--- config.mk ---
export PLATFORM = sky130hd
export DESIGN_NAME = gpr_file
export DESIGN_NICKNAME = d
export VERILOG_FILES = /design/src/rtl/gpr_file.sv
export SDC_FILE = /design/constraint.sdc
export NUM_CORES = 1
export LEC_CHECK = 0
export CAP_MARGIN = 10
export CORE_MARGIN = 2
export CORE_UTILIZATION = 40
export CTS_CLUSTER_SIZE = 14
export DETAILED_ROUTE_END_ITERATION = 7
export SETUP_SLACK_MARGIN = 0.05
export SLEW_MARGIN = 20
export SYNTH_ARGS = -nofsm -noshare
export SYNTH_HDL_FRONTEND = slang
export SYNTH_SLANG_ARGS = --single-unit
--- constraint.sdc ---
create_clock -name i_clock -period 8.5 [get_ports i_clock]
set_input_delay 2.125 -clock i_clock [delete_from_list [all_inputs] [get_ports i_clock]]
set_output_delay 2.125 -clock i_clock [all_outputs]
set_load 0.01 [all_outputs]
--- src/rtl/gpr_file.sv ---
// rtl/gpr_file.sv - integer register file with post-reset sequential clear engine
// Optional write-through forwarding to both read ports: define GPR_BYPASS_EN.
module gpr_file #(
  parameter int DATA_WIDTH = 32,
  parameter int REG_COUNT  = 32,
  parameter int ADDR_WIDTH = $clog2(REG_COUNT)
) (
  input  logic                  i_clock,
  input  logic                  i_reset,
  input  logic [ADDR_WIDTH-1:0] i_wrAddr,
  input  logic [DATA_WIDTH-1:0] i_wrData,
  input  logic                  i_wr,
  input  logic [ADDR_WIDTH-1:0] i_rdAddrA,
  output logic [DATA_WIDTH-1:0] o_rdDataA,
  input  logic [ADDR_WIDTH-1:0] i_rdAddrB,
  output logic [DATA_WIDTH-1:0] o_rdDataB,
  output logic                  o_ready
);

  typedef enum logic {
    CLEAR = 1'b0,
    READY = 1'b1
  } state_t;

  localparam logic [ADDR_WIDTH-1:0] LAST_ADDR = ADDR_WIDTH'(REG_COUNT - 1);

  state_t                state_q, state_d;
  logic [ADDR_WIDTH-1:0] cnt_q, cnt_d;
  logic                  ready_q, ready_d;

  logic [DATA_WIDTH-1:0] mem [REG_COUNT];
  logic                  mem_we;
  logic [ADDR_WIDTH-1:0] mem_wa;
  logic [DATA_WIDTH-1:0] mem_wd;
  logic                  fwd_a, fwd_b;

  always_ff @(posedge i_clock or negedge i_reset) begin
    if (!i_reset) begin
      state_q <= CLEAR;
      cnt_q   <= ADDR_WIDTH'(1);
      ready_q <= 1'b0;
    end else begin
      state_q <= state_d;
      cnt_q   <= cnt_d;
      ready_q <= ready_d;
    end
  end

  // x0 is never stored: the clear engine starts at 1 and reads of 0 are forced.
  always_comb begin
    state_d = state_q;
    cnt_d   = cnt_q;
    ready_d = ready_q;
    mem_we  = 1'b0;
    mem_wa  = i_wrAddr;
    mem_wd  = i_wrData;
    case (state_q)
      CLEAR: begin
        mem_we = 1'b1;
        mem_wa = cnt_q;
        mem_wd = '0;
        if (cnt_q == LAST_ADDR) begin
          state_d = READY;
          ready_d = 1'b1;
        end else begin
          cnt_d = cnt_q + ADDR_WIDTH'(1);
        end
      end
      READY: begin
        mem_we = i_wr && (i_wrAddr != '0);
      end
    endcase
  end

  always_ff @(posedge i_clock) begin
    if (mem_we) mem[mem_wa] <= mem_wd;
  end

`ifdef GPR_BYPASS_EN
  assign fwd_a = i_wr && (i_rdAddrA == i_wrAddr);
  assign fwd_b = i_wr && (i_rdAddrB == i_wrAddr);
`else
  assign fwd_a = 1'b0;
  assign fwd_b = 1'b0;
`endif

  always_comb begin
    o_rdDataA = '0;
    o_rdDataB = '0;
    if (state_q == READY && i_rdAddrA != '0) begin
      o_rdDataA = fwd_a ? i_wrData : mem[i_rdAddrA];
    end
    if (state_q == READY && i_rdAddrB != '0) begin
      o_rdDataB = fwd_b ? i_wrData : mem[i_rdAddrB];
    end
  end

  assign o_ready = ready_q;

endmodule

==> parameters.txt <==
Parameter                              Value

Run status
  Run status    finished clean

Power and ir drop
  Total power consumption of the routed design    about 11 mW
  Static Leak    17.8 nW
  Power density over the cells    ~200 nW/µm²
  Peak supply drop    161 µV

Yosys
  Ys async rst share    0.00679
  Post-synth top area share    0.636
  Syn avg cell area    about 17 µm²
  Post-synth cell types    50
  Post-synthesis instance total    2,920
  Top area cells in the synthesized netlist    sky130_fd_sc_hd__edfxtp_1, sky130_fd_sc_hd__mux4_2, sky130_fd_sc_hd__mux2i_1
  Synthesis-stage register bit count    1,031
  Mapped cell area    just under 50,000 µm²
  Count of synthesis-stage warnings from yosys    0
  Area leader, netlist    sky130_fd_sc_hd__edfxtp_1
  Predominant post-synthesis flop cell    sky130_fd_sc_hd__edfxtp_1
  Number of nets produced by synthesis    approximately 3,000
  Number of enable-type register cells in the synthesized netlist    slightly above 1,000
  Sequential cell area fraction in the yosys report    0.640

Timing
  Max Clk Rate    about 0.13 GHz
  Final setup violation count    0
  Final clock period utilization by the worst path    0.880
  Final Slew Violations    0
  Unrepaired setup endpoints after global routing    false
  Slew margin rel.    0.198
  Post-route minimum period    between 7 and 8 ns
  Total negative slack for setup checks    0 ns
  Pin slew with the least headroom to its limit    between 1 and 1.5 ns
  Hold Fails Final Rpt    0
  Worst-case setup margin in the final layout    just over 1 ns
  Final setup skew    0.0257 ns

Floorplanning
  Overall die area    ~120,000 µm²
  Count of standard-cell rows    between 100 and 150
  Top-Level Pins    115
  Standard cell core area    roughly 120,000 µm²
  Die outline height    between 300 and 400 µm
  Starting utilization of the core area    0.403
  Width of the die    approximately 350 µm

CTS
  Maximum buffer depth of the clock tree    3
  Number of hold-repair buffers added at the cts stage    0
  Clock insertion delay at the later pin of the skew report    0.70 ns
  Number of buffers added for setup after CTS    0
  Number of gates resized after cts    0
  Number of buffers created by CTS    ~110
  Root buffer selected by CTS    sky130_fd_sc_hd__clkbuf_16
  Total clock sinks    approximately 1,000
  CTS tree    built
  Clock transition time at the flip-flop clock pins of the worst setup and hold paths    about 0.060 ns
  Number of levels in the clock H-tree    3

Global routing
  Number of global-route vias before repair    slightly above 30,000
  Total global routing track utilization    0.264
  Remaining Overflow, GRT    0
  Antenna violations before repair    7
  Pin count of the biggest net entering global routing    ~130
  Global-route wire length before repair    roughly 230,000 µm

Placed design
  Final weighted congestion of routability-driven global placement    ~0.85
  Area after detailed placement    slightly above 50,000 µm²
  Port Buf Inserts    ~110
  Worst slack at placement    ~1.1 ns
  Estimated wirelength of the detail-placed design    about 96,000 µm
  Instance count after placement with tap cells included    4,519

Drt
  Violation count after the first detailed-routing iteration    4,153
  Post-DR vias/cell    around 6.5
  Per-cell routed wire length    between 30 and 40 µm
  DRC errors left    0
  Number of routed nets with antenna violations    0
  Count of vias placed by the detailed router    just over 30,000
  DR pass1 iterations    6
  Wire length after detailed routing    between 150,000 and 200,000 µm

Setup path
  CP cell instances    clkdlybuf4s50_1 > and4b_2 > buf_4 > a22oi_1 > nand4_1 > clkdlybuf4s50_1
  Critical path start-end classification    in2out
  Crit path arrival time    between 5 and 6 ns
  Slowest cell on the critical path    sky130_fd_sc_hd__and4b_2
  Crit-path max FO    17
  Most Frequent Cell on Critical Path    sky130_fd_sc_hd__clkdlybuf4s50_1
  Worst reg-to-reg setup slack    approximately 4.3 ns
  Peak per-stage delay on the critical path    between 1 and 1.5 ns
  Kind of capture point of the worst setup path    output pin
  Kind of start point of the critical path    input port
  CP required    6.38 ns

Cells and area
  Layout filler cell count    approximately 10,000
  Growth of design area from synthesis to finish    14.3%
  Share of layout cells above drive strength 1    0.258
  Final design area excluding fillers    55,300 µm²
  Count of placed standard cells in the final layout, fillers left out    between 4,000 and 5,000
  Net count reported at finish    slightly above 3,000

Flow run
  Max-capacitance violation count    0

Worst hold path
  Path category of the worst min-delay check    reg2reg
[cell type report]
| cell class | count | area, µm² | share of cell area |
|---|---|---|---|
| inverters | 4 | 15.0 | 0.000272 |
| diodes | 1 | 2.50 | 0.0000453 |
| multi-input cells | 1648 | 16700 | 0.303 |
| well taps | 1612 | 2020 | 0.0365 |
| flip-flops and latches | 1031 | 30900 | 0.560 |
| clock inverters | 71 | 652 | 0.0118 |
| clock buffers | 125 | 2770 | 0.0501 |
| repair buffers | 225 | 2160 | 0.0391 |
[path summary, 6_finish.rpt]
check,startpoint,cells after the start,end
max,i_rdAddrB[3],6,o_rdDataB[24]
min,cnt_q[3],1,cnt_q[3]
max reg2reg,state_q,5,mem[10][25]
min reg2reg,cnt_q[3],1,cnt_q[3]
max in group asynchronous,i_reset,1,state_q
min in group asynchronous,i_reset,1,o_ready
[cells in the final DEF, fill, tap and decap left out, types with 7 or more instances in the layout]
master / count
sky130_fd_sc_hd__nor2b_1: 66
sky130_fd_sc_hd__a31oi_1: 31
sky130_fd_sc_hd__mux2i_1: 261
sky130_fd_sc_hd__a21oi_1: 64
sky130_fd_sc_hd__clkdlybuf4s50_1: 108
sky130_fd_sc_hd__nand4_1: 56
sky130_fd_sc_hd__o21ai_0: 66
sky130_fd_sc_hd__a211oi_1: 65
sky130_fd_sc_hd__and2_1: 21
sky130_fd_sc_hd__nor2_1: 7
sky130_fd_sc_hd__and3_1: 55
sky130_fd_sc_hd__nand3_1: 66
sky130_fd_sc_hd__clkinv_1: 28
sky130_fd_sc_hd__bufinv_16: 11
sky130_fd_sc_hd__nor2_4: 36
sky130_fd_sc_hd__o22ai_1: 65
sky130_fd_sc_hd__buf_12: 12
sky130_fd_sc_hd__and2_2: 15
sky130_fd_sc_hd__mux4_2: 252
sky130_fd_sc_hd__mux2_2: 197
sky130_fd_sc_hd__nand2_1: 44
sky130_fd_sc_hd__or3_1: 63
sky130_fd_sc_hd__a22oi_1: 160
sky130_fd_sc_hd__clkinv_2: 19
sky130_fd_sc_hd__clkbuf_16: 108
sky130_fd_sc_hd__clkbuf_1: 17
sky130_fd_sc_hd__a32o_1: 9
sky130_fd_sc_hd__buf_4: 97
sky130_fd_sc_hd__edfxtp_1: 1024
[critical path: cells and delay by family]
kind,cells,cell delay [ns]
buffers and inverters,3,1.88
AND/OR/NAND/NOR,2,1.21
AO/OA/AOI/OAI,1,0.12
[stage by stage]
step	util	hold WS [ns]
after CTS	0.460	0.517
after global routing	0.461	0.573
after global placement	0.432	0.504
after floorplan	-	0.481
after detailed placement	0.432	0.507
final	0.461	0.517
[kinds of logic (layout without fill, tap and decap cells)]
group	Yosys count	count (layout)	share of synthesized area
flip-flops	1031	1031	0.640
multiplexers	710	710	0.217
XOR/XNOR	3	3	0.000543
buffers and inverters	241	425	0.0230
AND/OR/NAND/NOR	460	460	0.0542
other	0	1	0
adder cells (fa/ha/maj)	2	2	0.000517
AO/OA/AOI/OAI	473	473	0.0649
[routing by layer]
layer	GRT usage	wire length (µm)	up-vias
met5	0	7	-
met1	0.358	64100	16029
met4	0.104	6580	2
met3	0.0568	17100	345
li1	-	-	12315
met2	0.415	76100	1878
[cell usage after synthesis (2+ instances only)]
library cell                  n
sky130_fd_sc_hd__buf_4       19
sky130_fd_sc_hd__or3_1       63
sky130_fd_sc_hd__nand3_1     67
sky130_fd_sc_hd__o21ba_2      3
sky130_fd_sc_hd__nand2_1     46
sky130_fd_sc_hd__a211oi_1    65
sky130_fd_sc_hd__inv_1        3
sky130_fd_sc_hd__dfrtp_1      6
sky130_fd_sc_hd__nor4b_2      3
sky130_fd_sc_hd__a31oi_1     34
sky130_fd_sc_hd__nor3_1       4
sky130_fd_sc_hd__a22o_1       2
sky130_fd_sc_hd__ha_1         2
sky130_fd_sc_hd__mux2i_1    261
sky130_fd_sc_hd__or2_2        2
sky130_fd_sc_hd__nor3b_1      2
sky130_fd_sc_hd__o22ai_1     65
sky130_fd_sc_hd__nor2b_1     70
sky130_fd_sc_hd__clkbuf_1   108
sky130_fd_sc_hd__a32o_1       9
sky130_fd_sc_hd__and2_1      36
sky130_fd_sc_hd__and3_1      56
sky130_fd_sc_hd__a21oi_1     64
sky130_fd_sc_hd__nand2b_1     4
sky130_fd_sc_hd__a22oi_1    160
sky130_fd_sc_hd__nor2_1      43
sky130_fd_sc_hd__and4b_1      3
sky130_fd_sc_hd__buf_1       12
sky130_fd_sc_hd__nand4_1     56
sky130_fd_sc_hd__mux4_2     252
sky130_fd_sc_hd__buf_6        2
sky130_fd_sc_hd__edfxtp_1  1024
sky130_fd_sc_hd__buf_2       95
sky130_fd_sc_hd__xnor2_1      2
sky130_fd_sc_hd__o21ai_0     66
sky130_fd_sc_hd__mux2_2     197
[report_power, final]
part / internal (mW) / switching [mW]
Clock: 2.65 / 1.96
Sequential: 5.61 / 0.00273
Combinational: 0.376 / 0.639
Total: 8.64 / 2.61
[sequential cells by signal, indices dropped and copies added (netlist names)]
name     flops
mem       1024
state_q      1
o_ready      1
cnt_q        5
(Power assumes the default switching activity.)
